File: src/rtl/top_uart_pkg.sv
// Shared constants and state encodings for the vitals-monitor telemetry UART.
package top_uart_pkg;

    localparam logic [7:0] ASCII_CR    = 8'h0D;
    localparam logic [7:0] ASCII_LF    = 8'h0A;
    localparam logic [7:0] ASCII_COLON = 8'h3A;
    localparam logic [7:0] ASCII_SPACE = 8'h20;
    localparam logic [7:0] ASCII_BANG  = 8'h21;
    localparam logic [7:0] ASCII_ZERO  = 8'h30;

    localparam int REPORT_BYTES       = 19;
    localparam int REPORT_BYTES_ALARM = 20;
    localparam int SPO2_ALARM_LIMIT   = 90;
    localparam int BCD_STEPS          = 16;

    typedef enum logic [2:0] {
        TX_IDLE,
        TX_CONVERT,
        TX_LOAD,
        TX_START,
        TX_DATA,
        TX_STOP
    } tx_state_t;

    typedef enum logic [2:0] {
        RX_IDLE,
        RX_START,
        RX_DATA,
        RX_STOP,
        RX_WAIT_IDLE
    } rx_state_t;

endpackage

File: src/rtl/uart_tx_byte.sv
// 8N1 byte serializer; byte_ready rises in the last stop-bit cycle so the
// next byte follows with no idle gap.
module uart_tx_byte
    import top_uart_pkg::*;
#(
    parameter int CLKS_PER_BIT = 5208
) (
    input  logic       clk,
    input  logic       rst_n,
    input  logic [7:0] byte_data,
    input  logic       byte_valid,
    output logic       byte_ready,
    output logic       busy,
    output logic       tx
);

    localparam int CNT_W = $clog2(CLKS_PER_BIT + 1);
    localparam logic [CNT_W-1:0] BIT_LAST = CNT_W'(CLKS_PER_BIT - 1);

    tx_state_t        state, state_nxt;
    logic [CNT_W-1:0] bit_cnt;
    logic [2:0]       bit_idx;
    logic [7:0]       shift;
    logic             bit_end;
    logic             take;

    assign bit_end    = (bit_cnt == BIT_LAST);
    assign byte_ready = (state == TX_IDLE) || ((state == TX_STOP) && bit_end);
    assign take       = byte_valid && byte_ready;

    always_ff @(posedge clk or posedge rst_n) begin
        if (rst_n) state <= TX_IDLE;
        else       state <= state_nxt;
    end

    always_comb begin
        state_nxt = state;
        case (state)
            TX_IDLE:  if (take) state_nxt = TX_START;
            TX_START: if (bit_end) state_nxt = TX_DATA;
            TX_DATA:  if (bit_end && (bit_idx == 3'd7)) state_nxt = TX_STOP;
            TX_STOP:  if (bit_end) state_nxt = take ? TX_START : TX_IDLE;
            default:  state_nxt = TX_IDLE;
        endcase
    end

    always_comb begin
        busy = (state != TX_IDLE);
        tx   = 1'b1;
        case (state)
            TX_START: tx = 1'b0;
            TX_DATA:  tx = shift[0];
            default:  tx = 1'b1;
        endcase
    end

    always_ff @(posedge clk or posedge rst_n) begin
        if (rst_n) begin
            bit_cnt <= '0;
            bit_idx <= '0;
        end else begin
            if (take || bit_end || (state == TX_IDLE)) bit_cnt <= '0;
            else                                       bit_cnt <= bit_cnt + 1'b1;
            if (state == TX_START)                bit_idx <= '0;
            else if ((state == TX_DATA) && bit_end) bit_idx <= bit_idx + 1'b1;
        end
    end

    always_ff @(posedge clk) begin
        if (take)                               shift <= byte_data;
        else if ((state == TX_DATA) && bit_end) shift <= {1'b0, shift[7:1]};
    end

endmodule

File: src/rtl/top_uart.sv
// Telemetry UART: periodic "HR:nnnnn SPO2:nnn\r\n" report on tx, LED commands on rx.
// Define TOP_UART_SPO2_ALARM_EN to append '!' to reports whose SpO2 is below 90.
module top_uart
    import top_uart_pkg::*;
#(
    parameter int CLK_FREQ      = 50_000_000,
    parameter int BAUD          = 9600,
    parameter int REPORT_CYCLES = 50_000_000
) (
    input  logic        clk,
    input  logic        rst_n,
    input  logic [15:0] data_heart_rate,
    input  logic [7:0]  data_spo2,
    input  logic        rx,
    output logic        tx,
    output logic        led_1,
    output logic        led_2
);

    localparam int CLKS_PER_BIT = CLK_FREQ / BAUD;
    localparam int HALF_BIT     = CLKS_PER_BIT / 2;
    localparam int CNT_W        = $clog2(CLKS_PER_BIT + 1);
    localparam int TMR_W        = $clog2(REPORT_CYCLES + 1);

    function automatic logic [3:0] add3(input logic [3:0] d);
        return (d >= 4'd5) ? d + 4'd3 : d;
    endfunction

    function automatic logic [19:0] adj_hr(input logic [19:0] b);
        return {add3(b[19:16]), add3(b[15:12]), add3(b[11:8]), add3(b[7:4]), add3(b[3:0])};
    endfunction

    function automatic logic [11:0] adj_sp(input logic [11:0] b);
        return {add3(b[11:8]), add3(b[7:4]), add3(b[3:0])};
    endfunction

    function automatic logic [7:0] digit(input logic [3:0] d);
        return ASCII_ZERO + {4'd0, d};
    endfunction

    logic [TMR_W-1:0] rep_tmr;
    logic             rep_wrap, pending, rep_start;
    tx_state_t        rep_state, rep_nxt;
    logic [4:0]       step_cnt, byte_idx, byte_last;
    logic             conv_en, conv_done, byte_valid, byte_ready, tx_busy, last_take;
    logic [15:0]      hr_sh, sp_sh;
    logic [19:0]      hr_bcd;
    logic [11:0]      sp_bcd;
    logic [7:0]       byte_data;
    logic             alarm;

    assign rep_wrap  = (rep_tmr == TMR_W'(REPORT_CYCLES - 1));
    assign rep_start = pending && (rep_state == TX_IDLE) && !tx_busy;
    assign conv_done = (step_cnt == 5'(BCD_STEPS - 1));
    assign byte_last = alarm ? 5'(REPORT_BYTES_ALARM - 1) : 5'(REPORT_BYTES - 1);
    assign last_take = byte_valid && byte_ready && (byte_idx == byte_last);

    // Wraps collapse into one pending report while the transmitter is busy.
    always_ff @(posedge clk or posedge rst_n) begin
        if (rst_n) begin
            rep_tmr <= '0;
            pending <= 1'b0;
        end else begin
            rep_tmr <= rep_wrap ? '0 : rep_tmr + 1'b1;
            if (rep_wrap)       pending <= 1'b1;
            else if (rep_start) pending <= 1'b0;
        end
    end

    always_ff @(posedge clk or posedge rst_n) begin
        if (rst_n) rep_state <= TX_IDLE;
        else       rep_state <= rep_nxt;
    end

    always_comb begin
        rep_nxt = rep_state;
        case (rep_state)
            TX_IDLE:    if (rep_start) rep_nxt = TX_CONVERT;
            TX_CONVERT: if (conv_done) rep_nxt = TX_LOAD;
            TX_LOAD:    if (last_take) rep_nxt = TX_IDLE;
            default:    rep_nxt = TX_IDLE;
        endcase
    end

    always_comb begin
        conv_en    = (rep_state == TX_CONVERT);
        byte_valid = (rep_state == TX_LOAD);
    end

    always_ff @(posedge clk or posedge rst_n) begin
        if (rst_n) begin
            step_cnt <= '0;
            byte_idx <= '0;
        end else begin
            if (rep_start)    step_cnt <= '0;
            else if (conv_en) step_cnt <= step_cnt + 1'b1;
            if (rep_start)                     byte_idx <= '0;
            else if (byte_valid && byte_ready) byte_idx <= byte_idx + 1'b1;
        end
    end

    // Snapshot, then one double-dabble step per cycle for 16 cycles.
    always_ff @(posedge clk) begin
        if (rep_start) begin
            hr_sh  <= data_heart_rate;
            sp_sh  <= {8'd0, data_spo2};
            hr_bcd <= '0;
            sp_bcd <= '0;
        end else if (conv_en) begin
            hr_bcd <= (adj_hr(hr_bcd) << 1) | 20'(hr_sh[15]);
            sp_bcd <= (adj_sp(sp_bcd) << 1) | 12'(sp_sh[15]);
            hr_sh  <= hr_sh << 1;
            sp_sh  <= sp_sh << 1;
        end
    end

`ifdef TOP_UART_SPO2_ALARM_EN
    always_ff @(posedge clk) begin
        if (rep_start) alarm <= (data_spo2 < 8'(SPO2_ALARM_LIMIT));
    end
`else
    assign alarm = 1'b0;
`endif

    always_comb begin
        byte_data = ASCII_LF;
        case (byte_idx)
            5'd0:    byte_data = 8'h48;
            5'd1:    byte_data = 8'h52;
            5'd2:    byte_data = ASCII_COLON;
            5'd3:    byte_data = digit(hr_bcd[19:16]);
            5'd4:    byte_data = digit(hr_bcd[15:12]);
            5'd5:    byte_data = digit(hr_bcd[11:8]);
            5'd6:    byte_data = digit(hr_bcd[7:4]);
            5'd7:    byte_data = digit(hr_bcd[3:0]);
            5'd8:    byte_data = ASCII_SPACE;
            5'd9:    byte_data = 8'h53;
            5'd10:   byte_data = 8'h50;
            5'd11:   byte_data = 8'h4F;
            5'd12:   byte_data = 8'h32;
            5'd13:   byte_data = ASCII_COLON;
            5'd14:   byte_data = digit(sp_bcd[11:8]);
            5'd15:   byte_data = digit(sp_bcd[7:4]);
            5'd16:   byte_data = digit(sp_bcd[3:0]);
            5'd17:   byte_data = alarm ? ASCII_BANG : ASCII_CR;
            5'd18:   byte_data = alarm ? ASCII_CR : ASCII_LF;
            default: byte_data = ASCII_LF;
        endcase
    end

    uart_tx_byte #(.CLKS_PER_BIT(CLKS_PER_BIT)) u_tx (
        .clk        (clk),
        .rst_n      (rst_n),
        .byte_data  (byte_data),
        .byte_valid (byte_valid),
        .byte_ready (byte_ready),
        .busy       (tx_busy),
        .tx         (tx)
    );

    rx_state_t        rx_state, rx_nxt;
    logic             rx_s1, rx_s2, rx_vld, rx_shift_en, rx_done;
    logic [CNT_W-1:0] rx_cnt;
    logic [2:0]       rx_idx;
    logic [7:0]       rx_sh;
    logic             rx_half, rx_bit_end;

    assign rx_half    = (rx_cnt == CNT_W'(HALF_BIT));
    assign rx_bit_end = (rx_cnt == CNT_W'(CLKS_PER_BIT - 1));

    always_ff @(posedge clk or posedge rst_n) begin
        if (rst_n) begin
            rx_s1    <= 1'b1;
            rx_s2    <= 1'b1;
            rx_state <= RX_IDLE;
        end else begin
            rx_s1    <= rx;
            rx_s2    <= rx_s1;
            rx_state <= rx_nxt;
        end
    end

    always_comb begin
        rx_nxt = rx_state;
        case (rx_state)
            RX_IDLE:      if (!rx_s2) rx_nxt = RX_START;
            RX_START:     if (rx_half) rx_nxt = rx_s2 ? RX_IDLE : RX_DATA;
            RX_DATA:      if (rx_bit_end && (rx_idx == 3'd7)) rx_nxt = RX_STOP;
            RX_STOP:      if (rx_bit_end) rx_nxt = rx_s2 ? RX_IDLE : RX_WAIT_IDLE;
            RX_WAIT_IDLE: if (rx_s2) rx_nxt = RX_IDLE;
            default:      rx_nxt = RX_IDLE;
        endcase
    end

    always_comb begin
        rx_shift_en = (rx_state == RX_DATA) && rx_bit_end;
        rx_done     = (rx_state == RX_STOP) && rx_bit_end && rx_s2;
    end

    // Counter restarts on every state change, so data samples land one bit after mid-start.
    always_ff @(posedge clk or posedge rst_n) begin
        if (rst_n) begin
            rx_cnt <= '0;
            rx_idx <= '0;
            rx_vld <= 1'b0;
            led_1  <= 1'b0;
            led_2  <= 1'b0;
        end else begin
            if ((rx_state == RX_IDLE) || (rx_state == RX_WAIT_IDLE) ||
                (rx_state != rx_nxt) || rx_bit_end)
                rx_cnt <= '0;
            else
                rx_cnt <= rx_cnt + 1'b1;
            if (rx_state == RX_START) rx_idx <= '0;
            else if (rx_shift_en)     rx_idx <= rx_idx + 1'b1;
            rx_vld <= rx_done;
            if (rx_vld) begin
                led_1 <= rx_sh[0];
                led_2 <= rx_sh[1];
            end
        end
    end

    always_ff @(posedge clk) begin
        if (rx_shift_en) rx_sh <= {rx_s2, rx_sh[7:1]};
    end

endmodule

File: config.mk
export PLATFORM = sky130hd
export DESIGN_NAME = top_uart
export DESIGN_NICKNAME = d
export VERILOG_FILES = /design/src/rtl/top_uart_pkg.sv /design/src/rtl/uart_tx_byte.sv /design/src/rtl/top_uart.sv
export SDC_FILE = /design/constraint.sdc
export NUM_CORES = 1
export LEC_CHECK = 0
export ABC_CLOCK_PERIOD_IN_PS = 3500
export BUFFER_PORTS_ARGS = -buffer_cell sky130_fd_sc_hd__buf_2
export CELL_PAD_IN_SITES_DETAIL_PLACEMENT = 1
export CELL_PAD_IN_SITES_GLOBAL_PLACEMENT = 1
export CORE_ASPECT_RATIO = 1.75
export CORE_MARGIN = 3
export CORE_UTILIZATION = 49
export CTS_CLUSTER_DIAMETER = 100
export DETAILED_ROUTE_END_ITERATION = 7
export GPL_ROUTABILITY_DRIVEN = 0
export PLACE_DENSITY = 0.9
export SLEW_MARGIN = 20
export SYNTH_ARGS = -nofsm -noshare
export SYNTH_HDL_FRONTEND = slang
export SYNTH_SLANG_ARGS = --single-unit
File: constraint.sdc
create_clock -name clk -period 3.5 [get_ports clk]
set_clock_uncertainty 0.05 [all_clocks]
set_input_delay 0.7 -clock clk [delete_from_list [all_inputs] [get_ports clk]]
set_output_delay 0.7 -clock clk [all_outputs]
set_load 0.005 [all_outputs]
==> After elaboration in Yosys (flattened, before gate mapping) <==
Cells that the tools add are included.
{ "classes": {"reduce_logical": 32, "bitwise_logic": 2, "order_cmp": 8, "n_addsub": 23, "mux": 47, "n_eq_ne": 42} }
{ "ops": {"columns": ["operator", "count"], "rows": [
  ["$pmux 7 s17", 1],
  ["$mux 3", 19],
  ["$add 6x4->7 const A", 8],
  ["$eq 5x4->1 const B", 9],
  ["$ge 4x3->1 const B", 8],
  ["$mux 16", 2],
  ["$mux 8", 4],
  ["$add 13x1->13 const B", 2],
  ["$add 26x1->26 const B", 1],
  ["$eq 13x13->1 const B", 2],
  ["$eq 26x26->1 const B", 1],
  ["$mux 13", 2],
  ["$mux 26", 1],
  ["$add 4x2->4 const B", 6],
  ["$mux 4", 6],
  ["$eq 5x3->1 const B", 4],
  ["$mux 5", 4],
  ["$or 20x1->20", 1],
  ["$eq 3x3->1 const B", 5],
  ["$eq 5x5->1 const B", 3],
  ["$pmux 3 s5", 1],
  ["$eq 13x12->1 const B", 1],
  ["$eq 3x2->1 const B", 4],
  ["$or 12x1->12", 1],
  ["24 further kinds", 58]
]} }
{ "totals": {"elab_cells": 177, "output_inout_bits": 3, "input_bits": 27, "register_bits": 163} }

==> Longest topological paths before layout <==
{ "depth": {"ltp_word": 8, "mapped_depth": 8, "depth_no_buf": 7} }

==> By module <==
Synthesis repeated with hierarchy kept, for this count alone.
{ "hier_totals": {"cells_unflattened": 872, "hier_area_um2": 8479.4} }
{ "by_module_without_submodules": {"columns": ["mod", "cells_per_inst", "seq_area_each_um2", "area_per_inst_um2", "instances"], "rows": [
  ["top_uart", 747, 3340.7, 7041.8, 1],
  ["uart_tx_byte", 125, 715.7, 1437.6, 1]
]} }

==> Worst setup path after synthesis <==
Ideal clock, no wire load.
{ "synth_path": {"path_type": "reg2reg", "from": "register byte_idx[0]", "to": "register u_tx.shift[1], data pin", "stages_incl_launch_ff": 9, "n_path_buf": 1, "arrival_time_ns": 1.898, "setup_time_ns": 0.256, "synth_period_minus_slack_ns": 2.204, "required_ns": 3.194, "path_slack_ns": 1.296, "path_cell_list": "dfrtp_1 > inv_1 > ha_1 > clkbuf_1 > or3b_2 > a21o_1 > nand4_1 > o21ai_1 > o22a_1"} }
{ "synth_between": {"elab_chain_cells": 4} }
{ "synth_rtl": {"columns": ["item", "line", "rtl"], "rows": [
  ["start: declaration", "top_uart.sv:44", "logic [4:0] step_cnt, byte_idx, byte_last;"],
  ["start signal: assignment", "top_uart.sv:98", "else if (byte_valid && byte_ready) byte_idx <= byte_idx + 1'b1;"],
  ["$eq 5x4->1 or $eq 5x2->1 (tied branches)", "top_uart.sv:127", "case (byte_idx)"],
  ["$reduce_or 2->1 (no line)", null, null],
  ["$pmux 7 s17 (*)", "top_uart.sv:127", null],
  ["$mux 8 (*)", "uart_tx_byte.sv:70", "if (take) shift <= byte_data;"],
  ["end signal: assignment", "uart_tx_byte.sv:70", null],
  ["end signal: assignment", "uart_tx_byte.sv:71", "else if ((state == TX_DATA) && bit_end) shift <= {1'b0, shift[7:1]};"],
  ["end: declaration", "uart_tx_byte.sv:23", "logic [7:0] shift;"]
]} }
Mark *: on every way between the ends. The rest lies on a longest branch, timed or not.
A chain may end at the register's enable or synchronous reset.

==> Worst setup path after layout <==
{ "layout_path": {"from": "register u_tx.bit_cnt[0]", "to": "register u_tx.shift[0], enable pin"} }
{ "layout_between": {"elab_chain_cells": 5} }
{ "layout_rtl": {"columns": ["item", "line", "rtl"], "rows": [
  ["start: declaration", "uart_tx_byte.sv:21", "logic [CNT_W-1:0] bit_cnt;"],
  ["start signal: assignment", "uart_tx_byte.sv:63", "else bit_cnt <= bit_cnt + 1'b1;"],
  ["$eq 13x13->1 (*)", "uart_tx_byte.sv:27", "assign bit_end = (bit_cnt == BIT_LAST);"],
  ["$logic_and 1x1->1", "uart_tx_byte.sv:28", "assign byte_ready = (state == TX_IDLE) || ((state == TX_STOP) && bit_end);"],
  ["$logic_or 1x1->1", "uart_tx_byte.sv:28", null],
  ["$logic_and 1x1->1", "uart_tx_byte.sv:29", "assign take = byte_valid && byte_ready;"],
  ["$reduce_bool 2->1 (no line) (*)", null, null]
]} }
Marks and branches as above.

==> impl_metrics.toml <==
[outcome]
outcome = "finished clean"

[yosys]
synth-compound-area-share_pct = 11.8
synth_top_family_by_area = "simple AND/OR/NAND/NOR gates"
synth_seq_cells = 161
synth.most_common_cell = "nand2_1"
yosysTopAreaCell = "dfrtp_1"
synthAdderAreaFrac_pct = 4.74
ys_seq_area_share_pct = 49.2
synth_xor_area_share_pct = 6.21
ys_top_cells_by_count = "127 x nand2_1, 83 x nor2_1, 80 x dfrtp_1"
netlist.area_leader.share_pct = 24.5
synthSimpleGateAreaFrac_pct = 23.6
synth_edf_count = 39
synthesis.instances = 878
synthMuxAreaShare_pct = 0.902
synth_cell_types = 72
ys.flop_type = "dfrtp_1"
syn_area_per_cell_um2 = 9.32
ys_top_cells_by_area = "dfrtp_1 24%, edfxtp_1 14%, dfxtp_1 9.8%"
synthesis.area_um2 = 8180
synth_nets = 936
synth-async-reset-ratio_pct = 50.9
yosysWarnings = 0

[clocking]
post_cts_buffers = 0
clkSinkCount = 161
cts_resized = 0
cts_tree = "yes"
h-tree-depth = 4
clkSlewWorstSetupHoldPaths_ns = 0.07
holdBufCountCts = 0
cts_made_buffers = 17
cts_max_path_buffers = 2
cts-root-buf = "clkbuf_16"
insertion_delay_ns = 0.43

[critical_path]
crit_arrival_ns = 2.75
critPathCaptureType = "flip-flop"
critical_path_class = "flip-flop to flip-flop"
crit_path_cell_trace = "ha_1, nor4bb_1, nand3_1, a21oi_1, a2bb2oi_1, nor2_1"
cp_top_family = "simple AND/OR/NAND/NOR gates"
crit_fanout = 7
crit_slowest_cell = "nor4bb_1"
cp.required_ns = 3.50
critPathMaxStageDelay_ns = 0.51
critPathBufInv = 0
cp-start-kind = "flip-flop"

[routing]
wl_met1_mm = 8.42
firstDrtPassIters = 5
antenna_left = 0
viasPerCell = 5.98
routed_wl_mm = 22.5
drcViolationCount = 0
drtIter0Drc = 363
met3RoutedLength_um = 634
routedWlPerCell_um = 20.0
num_vias = 6722
top_layer_used = "met4"
routed-wl-met2_mm = 12.6

[cells_and_area]
multi_input_area_um2 = 3880
seqCellArea_um2 = 4030
fin_nets = 950
antennaDiodeCount = 0
drive_above_1_share_pct = 10.2
n_fill_cell = 1830
layoutNonFillerInstCount = 1125
area_delta_synth_final_pct = 11.2

[global_routing]
grt_overflow = 0
first_global_vias = 7327
antenna_found_initial = 0
groute.usage.overall_pct = 25.2
grt_max_degree = 50
grt_pass1_wl_mm = 37.2

[sta]
timing.setup.tns_ns = 0
slew_headroom_pct = 38.2
hold_slack_ns = 0.253
slew_violations = 0
fin_ws_ns = 0.753
fin_crit_ns = 2.75
finalSetupViolations = 0
hold_viol = 0
rsz0062_at_grt = "false"
tightest_slew_ns = 0.927
post-route-period-util_pct = 78.5
max_freq_ghz = 0.364

[floorplan]
die_area_um2 = 18300
io_pins = 30
die_h_um = 177
rows = 61
start_util_pct = 50.8
die_w_um = 104
core-area_um2 = 16100

[placement]
placed_cells = 1093
port_buffers = 29
dp_slack_ns = 0.897
dp_hpwl_mm = 14.0

[hold_path]
worstHoldPathType = "primary input to async pin"

[job]
drv_cap = 0

[power]
p_leak_uw = 0.00364
p_per_area_nw_per_um2 = 428
vdd_ir_drop_max_v = 0.000320
[cell usage in the layout, fill, tap and decap left out, drive strengths merged, types with 17 or more instances in the layout]
master and instances:
ha 31, clkbuf 18, nand2b 17, and3 20, a21oi 47, nor2 84
nor3 20, xor2 30, nand2 127, dfxtp 40, buf 38, dfrtp 80
xnor2 28, nand3 60, inv 31, o21ai 64, edfxtp 39
[path summary, 6_finish.rpt]
check / end / start / slack (ns) / depth (start not counted)
hold reg to reg: rx_s2 / rx_s1 / 0.31 / 0
max in group asynchronous: u_tx.bit_cnt[10] / rst_n / 2.40 / 3
setup / recovery: u_tx.shift[0] / u_tx.bit_cnt[0] / 0.75 / 6
hold / removal: rx_state[1] / rst_n / 0.25 / 2
min in group clk: rx_s2 / rx_s1 / 0.31 / 0
setup reg to reg: u_tx.shift[0] / u_tx.bit_cnt[0] / 0.75 / 6
[layout make-up]
class	count	share of cell area, %
clock buffer	18	4.72
inverter	27	1.13
clock inverter	14	1.93
sequential	161	44.3
timing repair buffer	38	2.34
multi-input combinational	647	42.6
tap	220	3.03
[registers in the layout (all words and copies together) (netlist names), 2 cells and up]
signal and cells:
sp_bcd 12, byte_idx 5, rx_idx 3, u_tx.bit_cnt 13, u_tx.bit_idx 3, rx_state 3
rx_sh 8, rx_cnt 13, sp_sh 16, rep_tmr 26, rep_state 2, hr_bcd 20
step_cnt 5, u_tx.state 3, u_tx.shift 7, hr_sh 16
[kinds of logic (layout without fill, tap and decap cells)]
kind of cell | count (synthesis) | in the layout
compound gates | 157 | 157
xor+xnor | 58 | 58
fa+ha+maj | 31 | 31
buf+inv | 70 | 97
flops | 161 | 161
mux | 7 | 7
simple gates | 394 | 394
[metrics by stage]
stage	instance area, um2	util (%)	power (uW)
after CTS	9100	56.5	3920
after detailed placement	8490	52.7	1990
after floorplan	8180	-	1960
after global placement	8490	52.7	1990
final	9100	56.5	3890
after global routing	9100	56.5	3990
[where the power goes]
part	internal [uW]	leakage (uW)	switching, uW
Sequential	1910	0.00169	1.24
Clock	1080	0.000288	866
Combinational	12.4	0.00166	24.8
Total	3000	0.00364	892
[metal layers]
layer	vias to the layer above	track usage [%]
met2	152	47.7
met5	-	0
met4	0	13.0
met3	66	3.91
met1	3400	27.0
li1	3104	-
No activity file was read; power rests on OpenSTA's default activity.
